===== config.mk =====
export PLATFORM = sky130hd
export DESIGN_NAME = mips_fetch_pc_unit_flat
export DESIGN_NICKNAME = d
export VERILOG_FILES = /design/src/rtl/mips_fetch_pc_unit_if.sv /design/src/rtl/mips_fetch_pc_unit.sv /design/src/flat_wrapper.sv
export SDC_FILE = /design/constraint.sdc
export NUM_CORES = 1
export LEC_CHECK = 0
export BUFFER_PORTS_ARGS = -buffer_cell sky130_fd_sc_hd__buf_2
export CORE_ASPECT_RATIO = 1.1
export CORE_MARGIN = 5
export CORE_UTILIZATION = 50
export CTS_CLUSTER_DIAMETER = 100
export DETAILED_ROUTE_END_ITERATION = 10
export GPL_TIMING_DRIVEN = 0
export PLACE_DENSITY = 0.91
export SYNTH_ARGS = -nofsm -noshare
export SYNTH_HDL_FRONTEND = slang
export SYNTH_SLANG_ARGS = --single-unit

===== constraint.sdc =====
create_clock -name i_clk -period 7.6 [get_ports i_clk]
set_input_delay 1.52 -clock i_clk [delete_from_list [all_inputs] [get_ports i_clk]]
set_output_delay 1.52 -clock i_clk [all_outputs]
set_load 0.02 [all_outputs]

===== src/rtl/mips_fetch_pc_unit_if.sv =====
// Instruction-memory request/response bundle between the fetch unit (master) and imem (slave).
interface mips_fetch_pc_unit_if;
   logic        imem_req;
   logic [31:0] imem_addr;
   logic        imem_ready;
   logic [31:0] imem_rdata;

   modport master (
      output imem_req,
      output imem_addr,
      input  imem_ready,
      input  imem_rdata
   );

   modport slave (
      input  imem_req,
      input  imem_addr,
      output imem_ready,
      output imem_rdata
   );
endinterface


===== src/rtl/mips_fetch_pc_unit.sv =====
// Fetch/PC stage: owns PC and IR, runs the FETCH/EXEC handshake and selects the next PC.
module mips_fetch_pc_unit #(
   parameter logic [31:0] RESET_PC = 32'h0000_0000,
   parameter int unsigned CNT_W    = 32
) (
   input  logic                        i_clk,
   input  logic                        i_rst,
   mips_fetch_pc_unit_if.master        io_imem,
   output logic [31:0]                 o_instr,
   output logic                        o_instr_valid,
   output logic [31:0]                 o_pc,
   output logic [31:0]                 o_pc_plus4,
   input  logic                        i_stall,
   input  logic                        i_jump,
   input  logic                        i_branch,
   input  logic                        i_nequal,
   input  logic                        i_jr,
   input  logic                        i_bclt,
   input  logic                        i_alu_zero,
   input  logic                        i_fp_cond,
   input  logic [31:0]                 i_rs_data,
   output logic                        o_addr_err,
   output logic [CNT_W-1:0]            o_retired
);

   typedef enum logic {StFetch, StExec} state_e;

   state_e           r_state, w_state_next;
   logic [31:0]      r_pc, r_instr;
   logic             r_addr_err;
   logic [CNT_W-1:0] r_retired;

   logic [31:0]      w_pc_plus4, w_br_target, w_next_pc;
   logic             w_fetch_done, w_commit;

   always_ff @(posedge i_clk) begin
      if (i_rst) r_state <= StFetch;
      else       r_state <= w_state_next;
   end

   always_comb begin
      w_state_next = r_state;
      unique case (r_state)
         StFetch: if (io_imem.imem_ready) w_state_next = StExec;
         StExec:  if (!i_stall)           w_state_next = StFetch;
         default: w_state_next = StFetch;
      endcase
   end

   // Handshake outputs are forced low while reset is held.
   always_comb begin
      io_imem.imem_req  = (r_state == StFetch) && !i_rst;
      io_imem.imem_addr = r_pc;
      o_instr_valid     = (r_state == StExec) && !i_rst;
   end

   assign w_fetch_done = (r_state == StFetch) && io_imem.imem_ready;
   assign w_commit     = (r_state == StExec) && !i_stall;

   assign w_pc_plus4  = r_pc + 32'd4;
   assign w_br_target = w_pc_plus4 + {{14{r_instr[15]}}, r_instr[15:0], 2'b00};

   always_comb begin
      w_next_pc = w_pc_plus4;
      if (i_jr)                                   w_next_pc = {i_rs_data[31:2], 2'b00};
      else if (i_jump)                            w_next_pc = {w_pc_plus4[31:28], r_instr[25:0], 2'b00};
      else if (i_bclt && (i_fp_cond == r_instr[16])) w_next_pc = w_br_target;
      else if (i_branch && (i_alu_zero ^ i_nequal))  w_next_pc = w_br_target;
   end

   always_ff @(posedge i_clk) begin
      if (i_rst) begin
         r_pc       <= RESET_PC;
         r_instr    <= 32'd0;
         r_addr_err <= 1'b0;
         r_retired  <= '0;
      end else begin
         if (w_fetch_done) r_instr <= io_imem.imem_rdata;
         if (w_commit) begin
            r_pc      <= w_next_pc;
            r_retired <= r_retired + CNT_W'(1);
            if (i_jr && (i_rs_data[1:0] != 2'b00)) r_addr_err <= 1'b1;
         end
      end
   end

   assign o_pc       = r_pc;
   assign o_pc_plus4 = w_pc_plus4;
   assign o_instr    = r_instr;
   assign o_addr_err = r_addr_err;
   assign o_retired  = r_retired;

endmodule


===== src/flat_wrapper.sv =====
// flat-port wrapper written by rule: the top's interface ports become plain ports
module mips_fetch_pc_unit_flat 
#(
   parameter logic [31:0] RESET_PC = 32'h0000_0000,
   parameter int unsigned CNT_W    = 32
)
  (i_clk, i_rst, o_instr, o_instr_valid, o_pc, o_pc_plus4, i_stall, i_jump, i_branch, i_nequal, i_jr, i_bclt, i_alu_zero, i_fp_cond, i_rs_data, o_addr_err, o_retired, io_imem_imem_req, io_imem_imem_addr, io_imem_imem_ready, io_imem_imem_rdata);
  mips_fetch_pc_unit_if io_imem_i ();
  input  logic i_clk;
  input  logic i_rst;
  output logic [31:0] o_instr;
  output logic o_instr_valid;
  output logic [31:0] o_pc;
  output logic [31:0] o_pc_plus4;
  input  logic i_stall;
  input  logic i_jump;
  input  logic i_branch;
  input  logic i_nequal;
  input  logic i_jr;
  input  logic i_bclt;
  input  logic i_alu_zero;
  input  logic i_fp_cond;
  input  logic [31:0] i_rs_data;
  output logic o_addr_err;
  output logic [CNT_W-1:0] o_retired;
  output wire logic [$bits(io_imem_i.imem_req)-1:0] io_imem_imem_req;
  output wire logic [$bits(io_imem_i.imem_addr)-1:0] io_imem_imem_addr;
  input wire logic [$bits(io_imem_i.imem_ready)-1:0] io_imem_imem_ready;
  input wire logic [$bits(io_imem_i.imem_rdata)-1:0] io_imem_imem_rdata;
  assign io_imem_imem_req = io_imem_i.imem_req;
  assign io_imem_imem_addr = io_imem_i.imem_addr;
  assign io_imem_i.imem_ready = io_imem_imem_ready;
  assign io_imem_i.imem_rdata = io_imem_imem_rdata;
  mips_fetch_pc_unit #(.RESET_PC(RESET_PC), .CNT_W(CNT_W)) u_core (.i_clk(i_clk), .i_rst(i_rst), .io_imem(io_imem_i), .o_instr(o_instr), .o_instr_valid(o_instr_valid), .o_pc(o_pc), .o_pc_plus4(o_pc_plus4), .i_stall(i_stall), .i_jump(i_jump), .i_branch(i_branch), .i_nequal(i_nequal), .i_jr(i_jr), .i_bclt(i_bclt), .i_alu_zero(i_alu_zero), .i_fp_cond(i_fp_cond), .i_rs_data(i_rs_data), .o_addr_err(o_addr_err), .o_retired(o_retired));
endmodule

### After elaboration in Yosys (flattened, before gate mapping)

Index checks and enable logic that the tools add are counted.
Widths: inputs -> output; s select.

* ROM bits: 0
* memories kept: 0
* logic and storage cells: 29
* bits in latches: 0
* bits in writable memories: 0
* input bits: 75
* register bits after elaboration: 98

* shift operators: 0
* equal/unequal tests: 1
* add/sub/neg operators: 3
* reductions and logical operators: 11
* bitwise logic cells: 2
* $mul: 0
* mux-type cells: 7
* $lt $le $gt $ge: 0
* divide/modulo/power cells: 0

Operators with widths (number)
* $mux 32: 4
* $add 32x1->32 const B: 1
* $add 32x3->32 const B: 1
* $add 32x32->32: 1
* $logic_and 1x1->1: 7
* $logic_not 1->1: 2
* $mux 1: 2
* $pmux 1 s2: 1
* $reduce_and 2->1: 1
* $reduce_bool 2->1: 1
* $eq 1x1->1: 1
* $not 1->1: 1
* $xor 1x1->1: 1

### Depth between registers and ports, before layout

Gate-level depths: netlist (run 1).

* depth after elaboration: 6
* mapped depth: 16
* gate-level depth less buffers: 15

### Least setup slack after synthesis (run 1)

Ideal clock, no wire load.

* path kind: in2out
* start: in i_rst
* end: out io_imem_imem_req
* arrival: 2.509 ns
* setup slack: 3.571 ns
* stages: 4
* data required time: 6.080 ns
* cells stage by stage: clkbuf_1 > buf_1 > buf_1 > nor2_1

* longest elaborated chain between the ends: 2

RTL lines
* start: declaration: line flat_wrapper.sv:10 `input logic i_rst;`
* $logic_not 1->1: line mips_fetch_pc_unit.sv:52 `io_imem.imem_req = (r_state == StFetch) && !i_rst;`
* $logic_and 1x1->1: line mips_fetch_pc_unit.sv:52
* end: declaration: line flat_wrapper.sv:26 `output wire logic [$bits(io_imem_i.imem_req)-1:0] io_imem_imem_req;`

Every way passes these cells.

### Final worst setup path (run 1)

Same ends and word-level chain as after synthesis.

==> results of run 1 <==
power breakdown:
group	internal (mW)	switching (mW)
registers	0.522	0.0305
clock network	0.262	0.203
logic	0.113	0.217
total	0.897	0.450
stage by stage:
step | std cells | util | power [mW]
final | 1382 | 0.634 | 1.35
after global routing | 1381 | 0.634 | 1.39
after CTS | 1381 | 0.634 | 1.34
after detailed placement | 1366 | 0.612 | 0.882
after global placement | 1366 | 0.612 | 0.877
after floorplan | 949 | - | 0.762
worst max-delay path: stages:
cell                       delay (ns)
sky130_fd_sc_hd__clkbuf_1        0.39
sky130_fd_sc_hd__buf_1           0.61
sky130_fd_sc_hd__buf_1           0.45
sky130_fd_sc_hd__nor2_1          0.10
sky130_fd_sc_hd__buf_2           0.18
worst min-delay path by stage:
stage	startpoint	end	slack (ns)	cells after the start
finish	u_core.o_addr_err	u_core.o_addr_err	0.45	2
global route	u_core.o_instr[27]	u_core.o_instr[27]	0.47	2
floorplan	u_core.r_state	u_core.r_state	0.49	2
detailed placement	u_core.o_addr_err	u_core.o_addr_err	0.44	2
CTS	u_core.o_addr_err	u_core.o_addr_err	0.45	2
global placement	u_core.o_addr_err	u_core.o_addr_err	0.43	2
flip-flops by register name, summed over array words and instances, names as in the netlist:
register                  cells
u_core.o_instr               32
u_core.o_retired             32
u_core.io_imem.imem_addr     30
u_core.o_addr_err             1
u_core.r_state                1
metal layers:
layer	vias up	GRT usage	wire [µm]	part of all wire
met3	110	0.0762	3290	0.12
li1	3818	-	-	-
met2	578	0.513	12500	0.46
met5	-	0	13	0.00048
met1	3776	0.389	10200	0.38
met4	2	0.151	1190	0.044
synthesized netlist by cell type (4+ instances only):
cell	n	share of area
sky130_fd_sc_hd__nor3_1	18	0.013
sky130_fd_sc_hd__nand2b_1	7	0.0062
sky130_fd_sc_hd__o211ai_1	8	0.0085
sky130_fd_sc_hd__inv_1	17	0.0090
sky130_fd_sc_hd__a221oi_1	6	0.0074
sky130_fd_sc_hd__and2_1	8	0.0071
sky130_fd_sc_hd__o21a_1	9	0.0095
sky130_fd_sc_hd__clkbuf_1	39	0.021
sky130_fd_sc_hd__a21oi_1	102	0.072
sky130_fd_sc_hd__nand3_1	22	0.016
sky130_fd_sc_hd__a31oi_1	8	0.0071
sky130_fd_sc_hd__buf_1	6	0.0032
sky130_fd_sc_hd__mux2i_1	4	0.0057
sky130_fd_sc_hd__xnor2_1	37	0.046
sky130_fd_sc_hd__and3_1	20	0.018
sky130_fd_sc_hd__xor2_1	44	0.054
sky130_fd_sc_hd__buf_4	36	0.038
sky130_fd_sc_hd__nand4_1	34	0.030
sky130_fd_sc_hd__and4_1	5	0.0062
sky130_fd_sc_hd__o21bai_1	6	0.0064
sky130_fd_sc_hd__o21ai_0	31	0.022
sky130_fd_sc_hd__a21o_1	18	0.019
sky130_fd_sc_hd__nor2_1	82	0.043
sky130_fd_sc_hd__dfxtp_1	96	0.27
sky130_fd_sc_hd__nand2_1	145	0.077
sky130_fd_sc_hd__ha_1	37	0.065
sky130_fd_sc_hd__a21boi_0	4	0.0042
sky130_fd_sc_hd__o22ai_1	11	0.0097
sky130_fd_sc_hd__a211oi_1	17	0.018
sky130_fd_sc_hd__nor2b_1	5	0.0044
sky130_fd_sc_hd__o31ai_1	5	0.0053
cell type report:
cell class,count,area (µm²)
Tap cell,188,235
Timing Repair Buffer,229,1150
Clock buffer,10,239
Sequential cell,96,1920
Fill cell,1268,5070
Inverter,19,71.3
Multi-Input combinational cell,749,4640
Clock inverter,5,56.3
Buffer,85,465
Antenna cell,1,2.50
cell families after synthesis:
| group | after synthesis | synth area share |
|---|---|---|
| AND/OR/NAND/NOR | 363 | 0.246 |
| AO/OA/AOI/OAI | 255 | 0.228 |
| buffers and inverters | 104 | 0.0758 |
| flip-flops | 96 | 0.271 |
| XOR/XNOR | 83 | 0.105 |
| adder cells (fa/ha/maj) | 38 | 0.0682 |
| multiplexers | 4 | 0.00565 |
| other | 1 | 0.000529 |
==> impl_metrics.yaml, run 1 <==
die:
  floorplan.initialDensity: 0.511
  io_pins: 238
  design.die.area_um2: 16600
  core_region_um2: 13900
  fp.dieH_um: 135
  row_count: 45
  die_w_um: 123
final_layout:
  layout-area-overhead-vs-synth_pct: 24.0
  final_std_cell_area_no_fill_um2: 8780
  layout_commonest_cell: "sky130_fd_sc_hd__buf_2"
  final_cell_mix: "232 x sky130_fd_sc_hd__buf_2, 145 x sky130_fd_sc_hd__nand2_1, 102 x sky130_fd_sc_hd__a21oi_1"
  post_route_cells_drive_above_1_share: 0.251
  final_nets: 1302
timing:
  grt_setup_unrepaired: "no"
  timing.final.ws_setup_ns: 2.82
  final_period_minus_worst_setup_slack_ns: 4.78
  tightest_slew_ns: 1.50
  slew-limit-headroom: -0.00655
  hold_violation_total_from_the_final_report: 0
  fin_hold_ws_ns: 0.445
  final.setup_skew_ns: 0.0112
  fmax_mhz: 209
  finalSetupViolCount: 0
  finalMaxSlewViolations: 1
  final.setup.tns_ns: 0
  post-route-period-util: 0.629
routing:
  initialDrtViolationCount: 796
  drc: 2
  drt_pass1_iterations: 10
  final_antenna_net_count: 0
  drt-vias-per-instance: 5.99
  num_vias: 8284
  totalWireLength_mm: 27.1
  wire_per_inst_um: 19.6
critical_path:
  critical_path_peak_fanout: 10
  timing.critical_path.to_type: "output pin"
  crit-reg2reg-launch: "u_core.io_imem.imem_addr[2]"
  worstPathArrival_ns: 3.26
  worst_ep_required_time_ns: 6.08
  reg2reg_depth: 16
  timing.critical_path.from_type: "input pin"
  timing.reg2reg.setup_slack_ns: 3.08
  crit_reg_reg_endpoint: "u_core.io_imem.imem_addr[31]"
  crit_type: "input pin to output pin"
  critical_path.startpoint: "i_rst"
  critical_path.endpoint: "io_imem_imem_req"
flow_run:
  cap_violations: 1
power_and_ir_drop:
  power_density_over_the_cells_nw_per_um2: 153
  leakage_nw: 4.30
  peakVddDrop_v: 0.0000881
clocking:
  cts_num_sinks: 96
  cts_setup_buffers: 0
  clockBufferDepth: 2
  htreeDepth: 3
  cts_hold_buf: 0
  path_clk_slew_ns: 0.07
  tritoncts: "yes"
  clock-root-buffer: "sky130_fd_sc_hd__clkbuf_16"
  num_cts_buffers: 9
  later_pin_clock_latency_in_the_skew_report_ns: 0.36
  cts-resized-gates: 0
placement:
  port_buffers: 229
  post_dp_cell_area_um2: 8480
  place_congestion: 0.994
  worst_slack_at_placement_ns: 2.92
  dpl.hpwl_mm: 21.0
grt:
  maximum_number_of_pins_on_one_net_before_global_route_repair: 24
  grt_pass1_wl_mm: 41.0
  grt_util_all_layers: 0.315
  globalRouteOverflowTotal: 0
  grt_pass1_vias: 7750
  grt_antenna_before_repair: 1
run_status:
  violated_checks: "design-rule violations, max-capacitance violations, max-slew violations"
  status: "finished, violations left"
synthesis:
  synth.cell_area_um2: 7080
  yosysSeqAreaShare: 0.271
  synth-seq-cells: 96
  async_reset_ff_frac: 0
  synth.avg_cell_area_um2: 7.50
  synth-edff-count: 0
  synthCells: 944
  synth.yosys.warnings: 0
  yosys.cell_types.count: 68
  synth_ff_type: "sky130_fd_sc_hd__dfxtp_1"
min_path:
  hold_class: "register to register"
Note: power is estimated with default switching activity, not from simulation.
==> run 2, diff against run 1 <==
--- a/config.mk
+++ b/config.mk
@@ -5,6 +5,7 @@
 export SDC_FILE = /design/constraint.sdc
 export NUM_CORES = 1
 export LEC_CHECK = 0
+export ABC_AREA = 1
 export BUFFER_PORTS_ARGS = -buffer_cell sky130_fd_sc_hd__buf_2
 export CORE_ASPECT_RATIO = 1.1
 export CORE_MARGIN = 5
@@ -12,7 +13,7 @@
 export CTS_CLUSTER_DIAMETER = 100
 export DETAILED_ROUTE_END_ITERATION = 10
 export GPL_TIMING_DRIVEN = 0
-export PLACE_DENSITY = 0.91
+export PLACE_DENSITY = 0.9
 export SYNTH_ARGS = -nofsm -noshare
 export SYNTH_HDL_FRONTEND = slang
 export SYNTH_SLANG_ARGS = --single-unit
==> constraint.sdc (replaced) <==
create_clock -name i_clk -period 4.8 [get_ports i_clk]
set_input_delay 0.96 -clock i_clk [delete_from_list [all_inputs] [get_ports i_clk]]
set_output_delay 0.96 -clock i_clk [all_outputs]
set_load 0.02 [all_outputs]
==> impl_metrics.yaml, run 2 <==
synthesis:
  netlist.top_cell.by_area: "sky130_fd_sc_hd__dfxtp_1"
  yosys.area.top_type_share: 0.247
  yosys.cell_types.count: 48
  yosysMostFrequentCell: "sky130_fd_sc_hd__nand2_1"
  post_synth_most_frequent_cells: "332 x sky130_fd_sc_hd__nand2_1, 197 x sky130_fd_sc_hd__nor2_1, 147 x sky130_fd_sc_hd__inv_1"
  synth.yosys.warnings: 0
  synth_ff_type: "sky130_fd_sc_hd__dfxtp_1"
  synth-seq-cells: 96
  yosysSeqAreaShare: 0.247
  synth_area_leaders: "sky130_fd_sc_hd__dfxtp_1 25%, sky130_fd_sc_hd__nand2_1 16%, sky130_fd_sc_hd__nor2_1 9.5%"
  synth.cell_area_um2: 7770
  async_reset_ff_frac: 0
  synth-edff-count: 0
  synth.avg_cell_area_um2: 6.04
  synthCells: 1285
die:
  row_count: 47
  core_region_um2: 15200
  floorplan.initialDensity: 0.512
  io_pins: 238
  fp.dieH_um: 141
  die_w_um: 129
  design.die.area_um2: 18100
grt:
  grt_antenna_before_repair: 4
  maximum_number_of_pins_on_one_net_before_global_route_repair: 24
  grt_pass1_wl_mm: 45.8
  grt_pass1_vias: 8856
  globalRouteOverflowTotal: 0
  grt_util_all_layers: 0.317
power_and_ir_drop:
  leakage_nw: 5.00
  peakVddDrop_v: 0.000228
  power_density_over_the_cells_nw_per_um2: 226
final_layout:
  final_cell_mix: "332 x sky130_fd_sc_hd__nand2_1, 231 x sky130_fd_sc_hd__buf_2, 197 x sky130_fd_sc_hd__nor2_1"
  layout.filler_cells: 1480
  final_nets: 1644
  area_used_by_multi_input_combinational_logic_um2: 4900
  layout_commonest_cell: "sky130_fd_sc_hd__nand2_1"
  seqCellArea_um2: 1920
  post_route_cells_drive_above_1_share: 0.199
  finish.cell_count_without_fillers: 1732
  layout-area-overhead-vs-synth_pct: 21.7
placement:
  dp_cells: 1716
  dpl.hpwl_mm: 24.4
  port_buffers: 230
  worst_slack_at_placement_ns: 1.24
  place_congestion: 1.02
clocking:
  cts_num_sinks: 96
  num_cts_buffers: 9
  tritoncts: "yes"
  later_pin_clock_latency_in_the_skew_report_ns: 0.35
  cts_hold_buf: 0
  htreeDepth: 3
  cts-resized-gates: 0
  cts_setup_buffers: 0
  clockBufferDepth: 2
  clock-root-buffer: "sky130_fd_sc_hd__clkbuf_16"
  path_clk_slew_ns: 0.07
timing:
  tightest_slew_ns: 0.964
  finalMaxSlewViolations: 0
  fmax_mhz: 269
  grt_setup_unrepaired: "no"
  timing.final.ws_setup_ns: 1.08
  finalSetupViolCount: 0
  hold_violation_total_from_the_final_report: 0
  final.setup_skew_ns: 0.00766
  final.setup.tns_ns: 0
  slew-limit-headroom: 0.356
  final_period_minus_worst_setup_slack_ns: 3.72
  post-route-period-util: 0.775
routing:
  totalWireLength_mm: 29.6
  initialDrtViolationCount: 999
  num_vias: 9508
  final_antenna_net_count: 0
  drc: 0
  drt_pass1_iterations: 5
  wire_per_inst_um: 17.1
  drt-vias-per-instance: 5.49
critical_path:
  critical_path_peak_fanout: 6
  timing.critical_path.cells: "ha_1 -> nand2_1 -> nor2_2 -> nand2_1 -> nor3_1 -> xor2_1 -> inv_1 -> ha_1 -> nand2_1 -> nor2_1 -> inv_1 -> nor3_1 -> nand2_1 -> nand3_1 -> nand2_1 -> o21ai_0 -> nand2_1 -> nand2_1 -> nand2_1"
  max_stage_delay_ns: 0.43
  crit_type: "register to register"
  most_used_cell_cp: "sky130_fd_sc_hd__nand2_1"
  timing.critical_path.to_type: "register"
  worst_ep_required_time_ns: 5.05
  worst_path_max_delay_cell: "sky130_fd_sc_hd__dfxtp_1"
  timing.critical_path.from_type: "register"
  worstPathArrival_ns: 3.97
run_status:
  status: "complete, no violations"
flow_run:
  cap_violations: 0
min_path:
  hold_class: "register to register"
==> run 2: final cells by class <==
type	count	area share
Antenna cell	1	0.000265
Buffer	68	0.0416
Clock buffer	9	0.0238
Clock inverter	6	0.00476
Inverter	151	0.0599
Multi-Input combinational cell	975	0.519
Sequential cell	96	0.203
Tap cell	196	0.0259
Timing Repair Buffer	230	0.122
==> run 2: through the flow <==
step                      hold WS (ns)  total power, mW  utilization  area [µm²]
after floorplan                  0.494             1.25            -        7790
after global placement           0.436             1.45        0.605        9180
after detailed placement         0.437             1.46        0.605        9180
after CTS                        0.447             2.13        0.623        9450
after global routing             0.467             2.23        0.623        9460
final                            0.447             2.14        0.623        9460
==> run 2: report_power, final <==
group / switching [mW] / internal (mW)
clock: 0.329 / 0.350
sequential: 0.0594 / 0.833
combinational: 0.377 / 0.189
==> run 2: final timing paths <==
check                                   start                      endpoint  slack, ns  cells past startpoint
hold / removal              u_core.o_addr_err             u_core.o_addr_err       0.45                      2
hold reg to reg             u_core.o_addr_err             u_core.o_addr_err       0.45                      2
setup / recovery  u_core.io_imem.imem_addr[2]  u_core.io_imem.imem_addr[18]       1.08                     19
setup reg to reg  u_core.io_imem.imem_addr[2]  u_core.io_imem.imem_addr[18]       1.08                     19
==> run 2: critical path: cells and delay by family, from the launching register on <==
family	cells	cell delay, ns
flops	1	0.43
simple gates	13	1.72
fa+ha+maj	2	0.60
xor+xnor	1	0.26
compound gates	1	0.38
buf+inv	2	0.23
==> run 2: per-layer routing <==
metal,GRT usage,vias to the layer above,share of wire
li1,-,4605,-
met1,0.394,4254,0.38
met2,0.534,540,0.47
met3,0.0681,103,0.10
met4,0.124,6,0.043
met5,0,-,0.0016
==> run 2: logic make-up (layout without fill, tap and decap cells) <==
| group | after synthesis | count (layout) | synth area share |
|---|---|---|---|
| compound gates | 205 | 205 | 0.141 |
| xor+xnor | 43 | 43 | 0.0485 |
| fa+ha+maj | 38 | 38 | 0.0622 |
| buf+inv | 219 | 464 | 0.124 |
| flops | 96 | 96 | 0.247 |
| other cells | 1 | 7 | 0.000483 |
| simple gates | 683 | 683 | 0.377 |
